<file path="src/rtl/mem_ctrl_if.sv">
// Bundle for the shared byte-wide RAM port: IF/MEM request lines and the RAM bus.
// The requesters and the RAM drive the master side; mem_ctrl is the slave.
interface mem_ctrl_if #(parameter int RAM_ADDR_W = 17);
  logic                  if_req_i;
  logic [31:0]           if_addr_i;
  logic                  if_ready_o;
  logic [31:0]           if_inst_o;
  logic                  mem_req_i;
  logic                  mem_we_i;
  logic [1:0]            mem_len_i;
  logic [31:0]           mem_addr_i;
  logic [31:0]           mem_wdata_i;
  logic                  mem_ready_o;
  logic [31:0]           mem_rdata_o;
  logic [RAM_ADDR_W-1:0] ram_addr_o;
  logic                  ram_wr_o;
  logic [7:0]            ram_dout_o;
  logic [7:0]            ram_din_i;

  modport master (
    output if_req_i, if_addr_i, mem_req_i, mem_we_i, mem_len_i, mem_addr_i, mem_wdata_i, ram_din_i,
    input  if_ready_o, if_inst_o, mem_ready_o, mem_rdata_o, ram_addr_o, ram_wr_o, ram_dout_o
  );

  modport slave (
    input  if_req_i, if_addr_i, mem_req_i, mem_we_i, mem_len_i, mem_addr_i, mem_wdata_i, ram_din_i,
    output if_ready_o, if_inst_o, mem_ready_o, mem_rdata_o, ram_addr_o, ram_wr_o, ram_dout_o
  );
endinterface

</file>
<file path="src/rtl/mem_ctrl.sv">
// Arbitrates IF/MEM onto one byte-wide RAM port (MEM wins); reads complete n+2 cycles after grant,
// writes n+1. No backpressure: requesters hold their request level and stall until the ready pulse.
module mem_ctrl #(
  parameter int RAM_ADDR_W = 17
) (
  input logic       clk,
  input logic       rst,
  mem_ctrl_if.slave bus
);
  typedef enum logic [1:0] {IDLE, RD, WR} state_t;

  state_t      state;
  logic [31:0] lat_addr;
  logic [31:0] lat_wdata;
  logic [31:0] rbuf;
  logic [2:0]  len;
  logic [2:0]  cnt;
  logic        owner_mem;

  logic [31:0] rbuf_nxt;
  logic [31:0] addr_nxt;
  logic [1:0]  bidx;
  logic [2:0]  grant_len;

  // cnt counts addresses issued; the byte arriving now belongs to address cnt-2
  always_comb begin
    bidx     = 2'(cnt - 3'd2);
    rbuf_nxt = rbuf;
    rbuf_nxt[{bidx, 3'b000} +: 8] = bus.ram_din_i;
    addr_nxt = lat_addr + {29'd0, cnt};
    case (bus.mem_len_i)
      2'b00:   grant_len = 3'd1;
      2'b01:   grant_len = 3'd2;
      default: grant_len = 3'd4;
    endcase
  end

  always_ff @(posedge clk or posedge rst) begin
    if (rst) begin
      state           <= IDLE;
      lat_addr        <= '0;
      lat_wdata       <= '0;
      rbuf            <= '0;
      len             <= '0;
      cnt             <= '0;
      owner_mem       <= 1'b0;
      bus.if_ready_o  <= 1'b0;
      bus.if_inst_o   <= '0;
      bus.mem_ready_o <= 1'b0;
      bus.mem_rdata_o <= '0;
      bus.ram_addr_o  <= '0;
      bus.ram_wr_o    <= 1'b0;
      bus.ram_dout_o  <= '0;
    end else begin
      bus.if_ready_o  <= 1'b0;
      bus.mem_ready_o <= 1'b0;
      case (state)
        IDLE: begin
          bus.ram_addr_o <= '0;
          bus.ram_wr_o   <= 1'b0;
          bus.ram_dout_o <= '0;
          // The ready cycle itself is not a sampling slot; a held request is re-granted one cycle later
          if (!bus.if_ready_o && !bus.mem_ready_o) begin
            if (bus.mem_req_i) begin
              owner_mem      <= 1'b1;
              lat_addr       <= bus.mem_addr_i;
              lat_wdata      <= bus.mem_wdata_i;
              len            <= grant_len;
              cnt            <= 3'd1;
              rbuf           <= '0;
              bus.ram_addr_o <= bus.mem_addr_i[RAM_ADDR_W-1:0];
              if (bus.mem_we_i) begin
                state          <= WR;
                bus.ram_wr_o   <= 1'b1;
                bus.ram_dout_o <= bus.mem_wdata_i[7:0];
              end else begin
                state <= RD;
              end
            end else if (bus.if_req_i) begin
              owner_mem      <= 1'b0;
              lat_addr       <= bus.if_addr_i;
              len            <= 3'd4;
              cnt            <= 3'd1;
              rbuf           <= '0;
              bus.ram_addr_o <= bus.if_addr_i[RAM_ADDR_W-1:0];
              state          <= RD;
            end
          end
        end

        RD: begin
          if (!owner_mem && !bus.if_req_i) begin
            state          <= IDLE;
            bus.ram_addr_o <= '0;
          end else begin
            cnt <= cnt + 3'd1;
            if (cnt >= 3'd2) rbuf <= rbuf_nxt;
            if (cnt < len) bus.ram_addr_o <= addr_nxt[RAM_ADDR_W-1:0];
            else           bus.ram_addr_o <= '0;
            if (cnt == len + 3'd1) begin
              state <= IDLE;
              if (owner_mem) begin
                bus.mem_rdata_o <= rbuf_nxt;
                bus.mem_ready_o <= 1'b1;
              end else begin
                bus.if_inst_o  <= rbuf_nxt;
                bus.if_ready_o <= 1'b1;
              end
            end
          end
        end

        WR: begin
          if (cnt == len) begin
            state           <= IDLE;
            bus.ram_wr_o    <= 1'b0;
            bus.ram_addr_o  <= '0;
            bus.ram_dout_o  <= '0;
            bus.mem_ready_o <= 1'b1;
          end else begin
            bus.ram_addr_o <= addr_nxt[RAM_ADDR_W-1:0];
            bus.ram_dout_o <= lat_wdata[{cnt[1:0], 3'b000} +: 8];
            cnt            <= cnt + 3'd1;
          end
        end

        default: state <= IDLE;
      endcase
    end
  end
endmodule

</file>
<file path="src/flat_wrapper.sv">
// flat-port wrapper written by rule: the top's interface ports become plain ports
module mem_ctrl_flat 
#(
  parameter int RAM_ADDR_W = 17
)
  (clk, rst, bus_if_req_i, bus_if_addr_i, bus_mem_req_i, bus_mem_we_i, bus_mem_len_i, bus_mem_addr_i, bus_mem_wdata_i, bus_ram_din_i, bus_if_ready_o, bus_if_inst_o, bus_mem_ready_o, bus_mem_rdata_o, bus_ram_addr_o, bus_ram_wr_o, bus_ram_dout_o);
  mem_ctrl_if #(.RAM_ADDR_W(RAM_ADDR_W)) bus_i ();
  input logic clk;
  input logic rst;
  input wire logic [$bits(bus_i.if_req_i)-1:0] bus_if_req_i;
  input wire logic [$bits(bus_i.if_addr_i)-1:0] bus_if_addr_i;
  input wire logic [$bits(bus_i.mem_req_i)-1:0] bus_mem_req_i;
  input wire logic [$bits(bus_i.mem_we_i)-1:0] bus_mem_we_i;
  input wire logic [$bits(bus_i.mem_len_i)-1:0] bus_mem_len_i;
  input wire logic [$bits(bus_i.mem_addr_i)-1:0] bus_mem_addr_i;
  input wire logic [$bits(bus_i.mem_wdata_i)-1:0] bus_mem_wdata_i;
  input wire logic [$bits(bus_i.ram_din_i)-1:0] bus_ram_din_i;
  output wire logic [$bits(bus_i.if_ready_o)-1:0] bus_if_ready_o;
  output wire logic [$bits(bus_i.if_inst_o)-1:0] bus_if_inst_o;
  output wire logic [$bits(bus_i.mem_ready_o)-1:0] bus_mem_ready_o;
  output wire logic [$bits(bus_i.mem_rdata_o)-1:0] bus_mem_rdata_o;
  output wire logic [$bits(bus_i.ram_addr_o)-1:0] bus_ram_addr_o;
  output wire logic [$bits(bus_i.ram_wr_o)-1:0] bus_ram_wr_o;
  output wire logic [$bits(bus_i.ram_dout_o)-1:0] bus_ram_dout_o;
  assign bus_i.if_req_i = bus_if_req_i;
  assign bus_i.if_addr_i = bus_if_addr_i;
  assign bus_i.mem_req_i = bus_mem_req_i;
  assign bus_i.mem_we_i = bus_mem_we_i;
  assign bus_i.mem_len_i = bus_mem_len_i;
  assign bus_i.mem_addr_i = bus_mem_addr_i;
  assign bus_i.mem_wdata_i = bus_mem_wdata_i;
  assign bus_i.ram_din_i = bus_ram_din_i;
  assign bus_if_ready_o = bus_i.if_ready_o;
  assign bus_if_inst_o = bus_i.if_inst_o;
  assign bus_mem_ready_o = bus_i.mem_ready_o;
  assign bus_mem_rdata_o = bus_i.mem_rdata_o;
  assign bus_ram_addr_o = bus_i.ram_addr_o;
  assign bus_ram_wr_o = bus_i.ram_wr_o;
  assign bus_ram_dout_o = bus_i.ram_dout_o;
  mem_ctrl #(.RAM_ADDR_W(RAM_ADDR_W)) u_core (.clk(clk), .rst(rst), .bus(bus_i));
endmodule
</file>
<file path="config.mk">
export PLATFORM = sky130hd
export DESIGN_NAME = mem_ctrl_flat
export DESIGN_NICKNAME = d
export VERILOG_FILES = /design/src/rtl/mem_ctrl_if.sv /design/src/rtl/mem_ctrl.sv /design/src/flat_wrapper.sv
export SDC_FILE = /design/constraint.sdc
export NUM_CORES = 1
export LEC_CHECK = 0
export ABC_AREA = 1
export ABC_CLOCK_PERIOD_IN_PS = 16300
export BUFFER_PORTS_ARGS = -buffer_cell sky130_fd_sc_hd__buf_2
export CORE_MARGIN = 2
export CORE_UTILIZATION = 55
export CTS_BUF_LIST = sky130_fd_sc_hd__clkbuf_4 sky130_fd_sc_hd__clkbuf_8
export CTS_CLUSTER_DIAMETER = 40
export DETAILED_ROUTE_END_ITERATION = 12
export MAX_ROUTING_LAYER = met4
export PLACE_DENSITY = 0.8
export RECOVER_POWER = 50
export REMOVE_ABC_BUFFERS = 1
export SYNTH_ARGS = -nofsm -noshare
export SYNTH_HDL_FRONTEND = slang
export SYNTH_SLANG_ARGS = --single-unit
</file>
<file path="constraint.sdc">
create_clock -name clk -period 16.3 [get_ports clk]
set_input_delay 2.445 -clock clk [delete_from_list [all_inputs] [get_ports clk]]
set_output_delay 2.445 -clock clk [all_outputs]
set_load 0.1 [all_outputs]
</file>
Yosys cells after proc, flatten, opt, wreduce, memory -nomap -nowiden
Index checks and enable logic that the tools add are counted.
{ "totals": {"ff_bits": 182, "input_bits": 111, "out_inout_bits": 92, "wordCells": 112} }
{ "op_classes": {"n_addsub": 5, "order_cmp": 2, "eq_ne": 12, "shifts": 3, "n_mux": 54, "bitwise": 2, "reduce_logical": 20} }
{ "op_table": {"columns": ["operator", "count"], "rows": [
  ["$mux W32", 5],
  ["$mux W17", 8],
  ["$pmux W32 S2", 1],
  ["$pmux W17 S3", 1],
  ["$bwmux W32", 1],
  ["$mux W8", 4],
  ["$shift A8 B7 Y32 const A", 1],
  ["$shiftx A32 B6 Y8", 1],
  ["$shiftx A8 B7 Y32", 1],
  ["$mux W3", 7],
  ["$add A17 B3 Y17", 1],
  ["$pmux W8 S2", 1],
  ["$mux W1", 14],
  ["$mux W2", 7],
  ["$reduce_and A4 Y1", 3],
  ["$reduce_and A5 Y1", 2],
  ["$pmux W3 S3", 1],
  ["$neg A5 Y7", 1],
  ["$add A3 B1 Y3 const B", 2],
  ["$eq A3 B3 Y1", 2],
  ["$ne A2 B1 Y1 const B", 3],
  ["$pmux W2 S3", 1],
  ["$pmux W3 S2", 1],
  ["$reduce_and A3 Y1", 2],
  ["other kinds (16)", 27]
]} }

Longest topological paths before layout
Gate-level depths: netlist of the first run.
{ "logic_depth": {"depth_word": 7, "depth_mapped": 13, "depth_no_buf": 11} }

Worst setup path before layout of the first run
OpenSTA, ideal clock, no wires.
{ "synth_path": {"path_kind": "input to register", "startpoint": "input bus_mem_req_i", "endpoint": "register u_core.rbuf[10]", "setup_time_ns": 0.138, "arrival_ns": 3.294, "path_slack_ns": 12.867, "cell_stages": 8, "path_buffers": 2, "cell_sequence": "buf_6 > o21ai_2 > nand2_1 > inv_2 > nor2_1 > nand2_1 > clkbuf_1 > o21ai_0"} }
{ "synth_between": {"elab_chain_len": 3, "elab_cells_between_ends": 5, "cone_classes": "1 x eq/ne; 3 x mux; 1 x reduce/logical"} }
{ "synth_rtl": {"columns": ["item", "line_no", "source"], "rows": [
  ["from (decl)", "flat_wrapper.sv:12", "input wire logic [$bits(bus_i.mem_req_i)-1:0] bus_mem_req_i;"],
  ["$mux W32", "mem_ctrl.sv:64", "if (bus.mem_req_i) begin"],
  ["$mux W32", "mem_ctrl.sv:63", "if (!bus.if_ready_o && !bus.mem_ready_o) begin"],
  ["$pmux W32 S2", "mem_ctrl.sv:57", "case (state)"],
  ["to (signal assigned)", "mem_ctrl.sv:97", "if (cnt >= 3'd2) rbuf <= rbuf_nxt;"],
  ["to (decl)", "mem_ctrl.sv:15", "logic [31:0] rbuf;"]
]} }
Parallel ways exist; a longest one is shown, timed or not. The select of a mux whose other input is x is not followed.
A chain may end at the register's enable or synchronous reset.

Final worst setup path of the first run
{ "layout_path": {"startpoint": "input bus_mem_req_i", "endpoint": "register u_core.len[1]"} }
{ "layout_between": {"elab_chain_len": 2, "elab_cells_between_ends": 3, "cone_classes": "1 x mux; 2 x reduce/logical"} }
{ "layout_rtl": {"columns": ["item", "line_no", "source"], "rows": [
  ["$reduce_bool A2 Y1 (no line)", null, null],
  ["$reduce_and A3 Y1 (no line)", null, null],
  ["to (signal assigned)", "mem_ctrl.sv:68", "len <= grant_len;"],
  ["to (decl)", "mem_ctrl.sv:16", "logic [2:0] len;"]
]} }
Parallel ways exist; a longest one is shown, timed or not.

==> results of run 1 <==
[sequential cells by signal, summed over array words and instances (netlist names)]
name	flops
u_core.lat_wdata	32
u_core.bus.ram_dout_o	8
u_core.state	2
u_core.len	3
u_core.rbuf	32
u_core.bus.if_inst_o	32
u_core.cnt	3
u_core.bus.mem_ready_o	1
u_core.bus.ram_addr_o	17
u_core.bus.mem_rdata_o	32
u_core.owner_mem	1
u_core.lat_addr	17
u_core.bus.ram_wr_o	1
u_core.bus.if_ready_o	1
[layout by cell type (no fill, tap or decap), types with 16 or more instances in the layout]
cell type  netlist  routed
a21oi_1         42      42
a22oi_1         16      16
buf_2           17     136
clkbuf_1         4      39
clkbuf_8         0      18
dfrtp_1        182     182
ha_1            17      17
inv_1           66      68
mux2i_1         16      16
nand2_1        274     275
nand3_1         63      63
nor2_1         106     107
o21ai_0         81     136
o22ai_1         16      16
[cell type report]
cell class / count / area, sq um / area share
antenna: 2 / 5.00 / 0.000505
clock buffer: 19 / 255 / 0.0258
clock inverter: 13 / 218 / 0.0220
inverter: 76 / 287 / 0.0289
multi-input combinational: 721 / 3480 / 0.351
sequential: 182 / 4550 / 0.460
tap: 216 / 270 / 0.0273
timing repair buffer: 176 / 835 / 0.0843
[worst max-delay path by stage]
stage,to,from,slack (ns),cells after the start
after floorplan,u_core.bus.if_inst_o[0],rst,8.91,1
after global placement,u_core.len[1],bus_mem_req_i,10.93,10
after detailed placement,u_core.len[1],bus_mem_req_i,10.84,10
after CTS,u_core.len[1],bus_mem_req_i,11.31,10
after global routing,u_core.len[1],bus_mem_req_i,8.41,10
final,u_core.len[1],bus_mem_req_i,8.97,10
[cell families after synthesis]
kind of cell | Yosys count
and+or+nand+nor | 466
DFF | 182
muxes | 16
buffers and inverters | 124
AOI/OAI and AO/OA | 220
xor gates and xnor gates | 1
adders and majority gates | 18
[worst max-delay path, cell delays in order]
cell      delay, ns
buf_2          0.07
clkbuf_1       1.94
o21ai_0        0.44
clkinv_1       0.19
nand2_1        0.62
inv_2          0.81
nand2_2        0.61
nor2_1         0.37
nand2_1        0.08
o21ai_0        0.09
[per-layer routing]
metal  part of all wire  track usage  routed length, microns
met4              0.017       0.0857                     353
met3              0.062       0.0586                    1270
met1               0.45        0.341                    9230
met5                  0            -                       0
met2               0.47        0.392                    9780
[stage by stage]
stage	cell area, sq um	util	setup slack (ns)
after CTS	10100	0.640	11.31
after floorplan	8460	-	8.91
after global routing	9900	0.628	8.41
after detailed placement	9630	0.610	10.84
after global placement	9630	0.610	10.93
final	9900	0.628	8.97
==> results_dict.tcl, run 1 <==
set metrics [dict create \
    cts_setup_buffers 0 \
    via_per_inst 5.35 \
    synth_top_area_frac 0.518 \
    violations "max-capacitance violations, max-slew violations" \
    grt_pass1_wl_microns 33300 \
    grt_max_degree 108 \
    drv_cap 4 \
    synth.most_common_cell "nand2_1" \
    endpoint_kind "flip-flop" \
    clk_pin_slew_ns 0.09 \
    critPathLaunchType "input pin" \
    hold_class "reg -> reg" \
    max_freq_mhz 136 \
    drv_slew 292 \
    areaGrowthSynthToFinish_pct 12.5 \
    timing.final.crit_share 0.450 \
    finalHoldViolCount 0 \
    yosys_warnings 0 \
    synth_common_cells "274 x nand2_1, 182 x dfrtp_1, 106 x nor2_1, 81 x o21ai_0, 66 x inv_1" \
    drt_first_iter_violations 609 \
    routed_wl_microns 20600 \
    portBuffers 172 \
    ys_seq_area_frac 0.518 \
    antenna_found_initial 2 \
    core_sq_um 15800 \
    synth_edf_count 0 \
    synth_fa_ha_area_frac 0.0265 \
    worstSkewPairLatency_ns 0.47 \
    hpwl_microns 13700 \
    setup_violations 0 \
    path_class "in -> reg" \
    yosys.area_share.simple 0.216 \
    die_w_microns 130 \
    grt-ovfl-total 0 \
    row_count 46 \
    postCtsResizedCells 0 \
    drcViolationCount 0 \
    tightest_slew_ns 4.52 \
    synth_top_family_by_area "simple AND/OR/NAND/NOR gates" \
    ys_ff_latch 182 \
    drt_first_pass_iters 5 \
    grt_pass1_vias 6904 \
    synth-compound-area-share 0.149 \
    slew_headroom -2.03 \
    postSynthAreaPerCell_sq_um 8.57 \
    pin_count 203 \
    crit_arrival_ns 7.70 \
    synth_xor_area_frac 0.000996 \
    vias 7511 \
    whs_path_depth 2 \
    die-height_microns 130 \
    reg2reg_setup_slack_ns 11.59 \
    synthesis.area_sq_um 8800 \
    hold_end "u_core.lat_wdata[23]" \
    route.antenna.remaining_nets 0 \
    dp_cells 1371 \
    fin_nets 1303 \
    synth-async-reset-ratio 1.00 \
    fin_cells 1405 \
    fin_tns_setup_ns 0 \
    holdWs_ns 0.478 \
    nFillCells 1464 \
    die_area_sq_um 17000 \
    cts_buffers 17 \
    grt_setup_unrepaired "false" \
    crit_required_ns 16.67 \
    htreeDepth 4 \
    crit_fanout 52 \
    regToRegEndpoint "u_core.bus.if_inst_o[9]" \
    yosys.area.top_type "dfrtp_1" \
    cts_tree "yes" \
    r2r-start "u_core.cnt[0]" \
    hold_buffers 0 \
    cts.sinks 182 \
    ys.flop_type "dfrtp_1" \
    synthTopCellsByArea "dfrtp_1 52%, nand2_1 12%, o21ai_0 4.6%" \
    place_congestion 0.877 \
    cts_root_buffer "clkbuf_8" \
    clock_path_buffers 2 \
    worst_clock_skew_ns 0.0158 \
    hp-start "u_core.lat_wdata[23]" \
    grt_usage 0.256 \
    initial_core_util 0.558 \
    drive_above_1_share 0.153 \
    synth.area.mux_share 0.0182 \
    synthDistinctLibCells 35 \
    wire_per_inst_microns 14.7 \
    post-route-min-period_ns 7.33 \
    status "finished, violations left" \
    syn_inst 1027 \
    reg2reg_depth 8 \
]
Power of run 1 is left out: the tool's default activity adds up to more than one toggle a clock period on the data nets, which glitch-free logic cannot reach.
==> run 2: changes to the inputs <==
Settings changed: ABC_CLOCK_PERIOD_IN_PS 16300 to 7600.
Clock period 16.3 ns to 7.6 ns, I/O delays scaled along.
==> results_dict.tcl, run 2 (synthesized netlist as in run 1, its figures left out) <==
set metrics [dict create \
    status "finished, violations left" \
    violations "max-capacitance violations, max-slew violations" \
    final_common_cell "nand2_1" \
    cts.sinks 182 \
    clk_pin_slew_ns 0.09 \
    crit_arrival_ns 5.65 \
    post-route-min-period_ns 5.27 \
    cts_tree "yes" \
    pin_count 203 \
    grt-ovfl-total 0 \
    hold_buffers 0 \
    die_area_sq_um 17000 \
    layout_common_cells "274 x nand2_1, 182 x dfrtp_1, 106 x nor2_1" \
    place_congestion 0.872 \
    clock_path_buffers 2 \
    slew_headroom -1.41 \
    grt_setup_unrepaired "false" \
    grt_max_degree 84 \
    stdcell_area_sq_um 9950 \
    fin_tns_setup_ns 0 \
    drt_first_iter_violations 685 \
    endpoint_kind "flip-flop" \
    drv_slew 137 \
    die-height_microns 130 \
    fin_util 0.631 \
    critPathBufInv 4 \
    cts_setup_buffers 0 \
    seqCellArea_sq_um 4550 \
    grt_pass1_vias 6744 \
    portBuffers 172 \
    multi_input_area_sq_um 3620 \
    htreeDepth 4 \
    crit_fanout 52 \
    timing.final.crit_share 0.694 \
    grt_pass1_wl_microns 33500 \
    drv_cap 2 \
    drive_above_1_share 0.153 \
    route.antenna.remaining_nets 0 \
    vias 7503 \
    hpwl_microns 13700 \
    path_class "in -> reg" \
    finalHoldViolCount 0 \
    row_count 46 \
    place_ws_ns 3.46 \
    initial_core_util 0.558 \
    routed_wl_microns 20700 \
    cpMostUsedCell "nand2_2" \
    critPathLaunchType "input pin" \
    crit_required_ns 7.98 \
    core_sq_um 15800 \
    cts_root_buffer "clkbuf_8" \
    antenna_found_initial 3 \
    fin_nets 1304 \
    nFillCells 1406 \
    setup_violations 0 \
    die_w_microns 130 \
    tightest_slew_ns 3.60 \
    grt_usage 0.257 \
    drcViolationCount 0 \
    postCtsResizedCells 0 \
    cts_buffers 17 \
    worst_clock_skew_ns 0.0164 \
    critPathTopFamily "buffers and inverters" \
    max_freq_mhz 190 \
    wire_per_inst_microns 14.7 \
    setup_ws_ns 2.33 \
    crit_chain "buf_2 > clkbuf_1 > o21ai_2 > inv_1 > nand2_2 > inv_2 > nand2_2 > nor2_1 > nand2_1 > o21ai_0" \
    via_per_inst 5.33 \
    worst_path_largest_cell_delay_ns 1.95 \
    drt_first_pass_iters 5 \
    crit_path_top_delay_cell "clkbuf_1" \
    placed_cell_area_sq_um 9630 \
    worstSkewPairLatency_ns 0.47 \
    areaGrowthSynthToFinish_pct 13.1 \
    hold_class "reg -> reg" \
]
[run 2: cell count changes in the layout (fill, tap and decap cells not counted), moves of 18 or more]
cell      previous run  this run
o21ai_1              4        22
clkbuf_1            39        82
o21ai_2              1        38
buf_2              136        91
o21ai_0            136        81
[run 2: area by class of cell]
class | instances | area share
sequential | 182 | 0.458
multi-input combinational | 721 | 0.364
timing repair buffer | 177 | 0.0797
clock buffer | 22 | 0.0298
inverter | 76 | 0.0288
tap | 216 | 0.0272
clock inverter | 10 | 0.0118
antenna | 3 | 0.000755
[run 2: per-layer routing]
layer	vias up	global-route usage	wire length, microns
met5	-	-	0
met4	0	0.0807	332
met3	36	0.0452	1120
met2	247	0.402	9840
met1	3546	0.348	9380
li1	3674	-	-
[run 2: path summary, 6_finish.rpt]
check                                     startpoint                 endpoint  slack (ns)  depth (start not counted)
worst min register to register  u_core.lat_wdata[11]     u_core.lat_wdata[11]        0.47                          2
worst max register to register         u_core.cnt[0]           u_core.rbuf[1]        4.26                          9
max in group asynchronous                        rst          u_core.rbuf[21]        3.34                          4
min in group asynchronous                        rst  u_core.bus.if_inst_o[4]        1.72                          2
worst max-delay path                   bus_mem_req_i            u_core.len[1]        2.33                         10
worst min-delay path            u_core.lat_wdata[11]     u_core.lat_wdata[11]        0.47                          2
[run 2: tightest hold or removal path: stages (launching register included)]
cell and delay (ns):
dfrtp_1 0.35, nand2_1 0.05, nand2_1 0.04
[run 2: per-stage QoR]
stage	cells	hold WS (ns)
floorplan	979	0.437
global placement	1372	0.452
detailed placement	1372	0.454
CTS	1404	0.477
global route	1407	0.492
finish	1407	0.473
Power of run 2 is left out for the same reason.
==> run 3: changes to the inputs <==
Settings changed: ABC_CLOCK_PERIOD_IN_PS 7600 to 5500.
Clock period 7.6 ns to 5.5 ns, I/O delays scaled along.
==> results_dict.tcl, run 3 (synthesized netlist as in run 1, its figures left out) <==
set metrics [dict create \
    die_area_sq_um 17000 \
    antenna_cells 0 \
    htreeDepth 4 \
    crit_arrival_ns 4.15 \
    timing.final.crit_share 0.671 \
    endpoint_kind "async pin" \
    grt_usage 0.256 \
    core_sq_um 15800 \
    final_common_cell "nand2_1" \
    die_w_microns 130 \
    fin_nets 1304 \
    drv_cap 1 \
    antenna_found_initial 0 \
    cts_buffers 17 \
    crit_end "u_core.bus.ram_dout_o[6]" \
    slew_headroom -1.55 \
    critPathLaunchType "input pin" \
    grt_setup_unrepaired "false" \
    violations "max-capacitance violations, max-slew violations" \
    initial_core_util 0.558 \
    fin_tns_setup_ns 0 \
    seqCellArea_sq_um 4550 \
    route.antenna.remaining_nets 0 \
    portBuffers 172 \
    post-route-min-period_ns 3.69 \
    wire_per_inst_microns 14.7 \
    grt_max_degree 88 \
    path_class "in -> async" \
    drive_above_1_share 0.197 \
    multi_input_area_sq_um 3620 \
    reg2reg_setup_slack_ns 1.95 \
    hold_class "reg -> reg" \
    vias 7510 \
    crit_required_ns 5.96 \
    setup_violations 0 \
    grt_pass1_vias 6771 \
    holdWs_ns 0.471 \
    pin_count 203 \
    r2r-start "u_core.cnt[0]" \
    crit_fanout 87 \
    tightest_slew_ns 3.80 \
    drt_first_pass_iters 5 \
    cts_root_buffer "clkbuf_8" \
    finalHoldViolCount 0 \
    startpoint "rst" \
    max_freq_mhz 271 \
    worstSkewPairLatency_ns 0.47 \
    grt-ovfl-total 0 \
    layout_common_cells "275 x nand2_1, 182 x dfrtp_1, 142 x buf_2" \
    clock_path_buffers 2 \
    status "finished, violations left" \
    die-height_microns 130 \
    cts.sinks 182 \
    worst_clock_skew_ns 0.00942 \
    drv_slew 88 \
    cts_setup_buffers 0 \
    nFillCells 1417 \
    areaGrowthSynthToFinish_pct 14.0 \
    regToRegEndpoint "u_core.bus.mem_rdata_o[12]" \
    postCtsResizedCells 0 \
    drt_first_iter_violations 650 \
    hold_buffers 0 \
    grt_pass1_wl_microns 33200 \
    reg2reg_depth 7 \
    clk_pin_slew_ns 0.09 \
    row_count 46 \
    cts_tree "yes" \
    hpwl_microns 13900 \
    place_congestion 0.901 \
    via_per_inst 5.35 \
    routed_wl_microns 20700 \
    drcViolationCount 0 \
]
-- run 3: cell count changes in the layout (fill, tap and decap cells not counted), moves of 2 or more --
| cell | before | now |
|---|---|---|
| diode_2 | 3 | 0 |
| buf_2 | 91 | 142 |
| clkbuf_1 | 82 | 30 |
| clkbuf_4 | 1 | 3 |
| inv_6 | 2 | 0 |
-- run 3: routing by layer --
layer  GRT usage  routed length (microns)
met5           -                        0
met4      0.0989                      505
met3      0.0480                     1330
met2       0.398                     9800
met1       0.337                     9050
-- run 3: area by class of cell --
class	instances	area share
timing repair buffer	177	0.0856
clock buffer	25	0.0324
tap	216	0.0269
inverter	76	0.0286
clock inverter	7	0.0116
sequential	182	0.454
multi-input combinational	721	0.361
-- run 3: how the worst min path moves through the flow --
stage                                     from                   end  slack [ns]  cells past startpoint
after floorplan           u_core.lat_wdata[16]  u_core.lat_wdata[16]        0.44                      2
after global placement    u_core.lat_wdata[17]  u_core.lat_wdata[17]        0.45                      2
after detailed placement  u_core.lat_wdata[14]  u_core.lat_wdata[14]        0.45                      2
after CTS                 u_core.lat_wdata[16]  u_core.lat_wdata[16]        0.48                      2
after global routing      u_core.lat_wdata[14]  u_core.lat_wdata[14]        0.49                      2
final                     u_core.lat_wdata[14]  u_core.lat_wdata[14]        0.47                      2
-- run 3: through the flow --
stage	cell area (sq um)	instances	setup slack [ns]	utilization
global placement	9630	1372	2.08	0.611
finish	10000	1404	1.81	0.636
global route	10000	1404	1.05	0.636
detailed placement	9630	1372	1.99	0.611
floorplan	8460	979	-0.269	-
CTS	10100	1404	1.96	0.639
-- run 3: critical path: stages --
cell        delay [ns]
buf_2             0.10
clkinvlp_2        2.11
clkbuf_2          1.06
Power of run 3 is left out for the same reason.
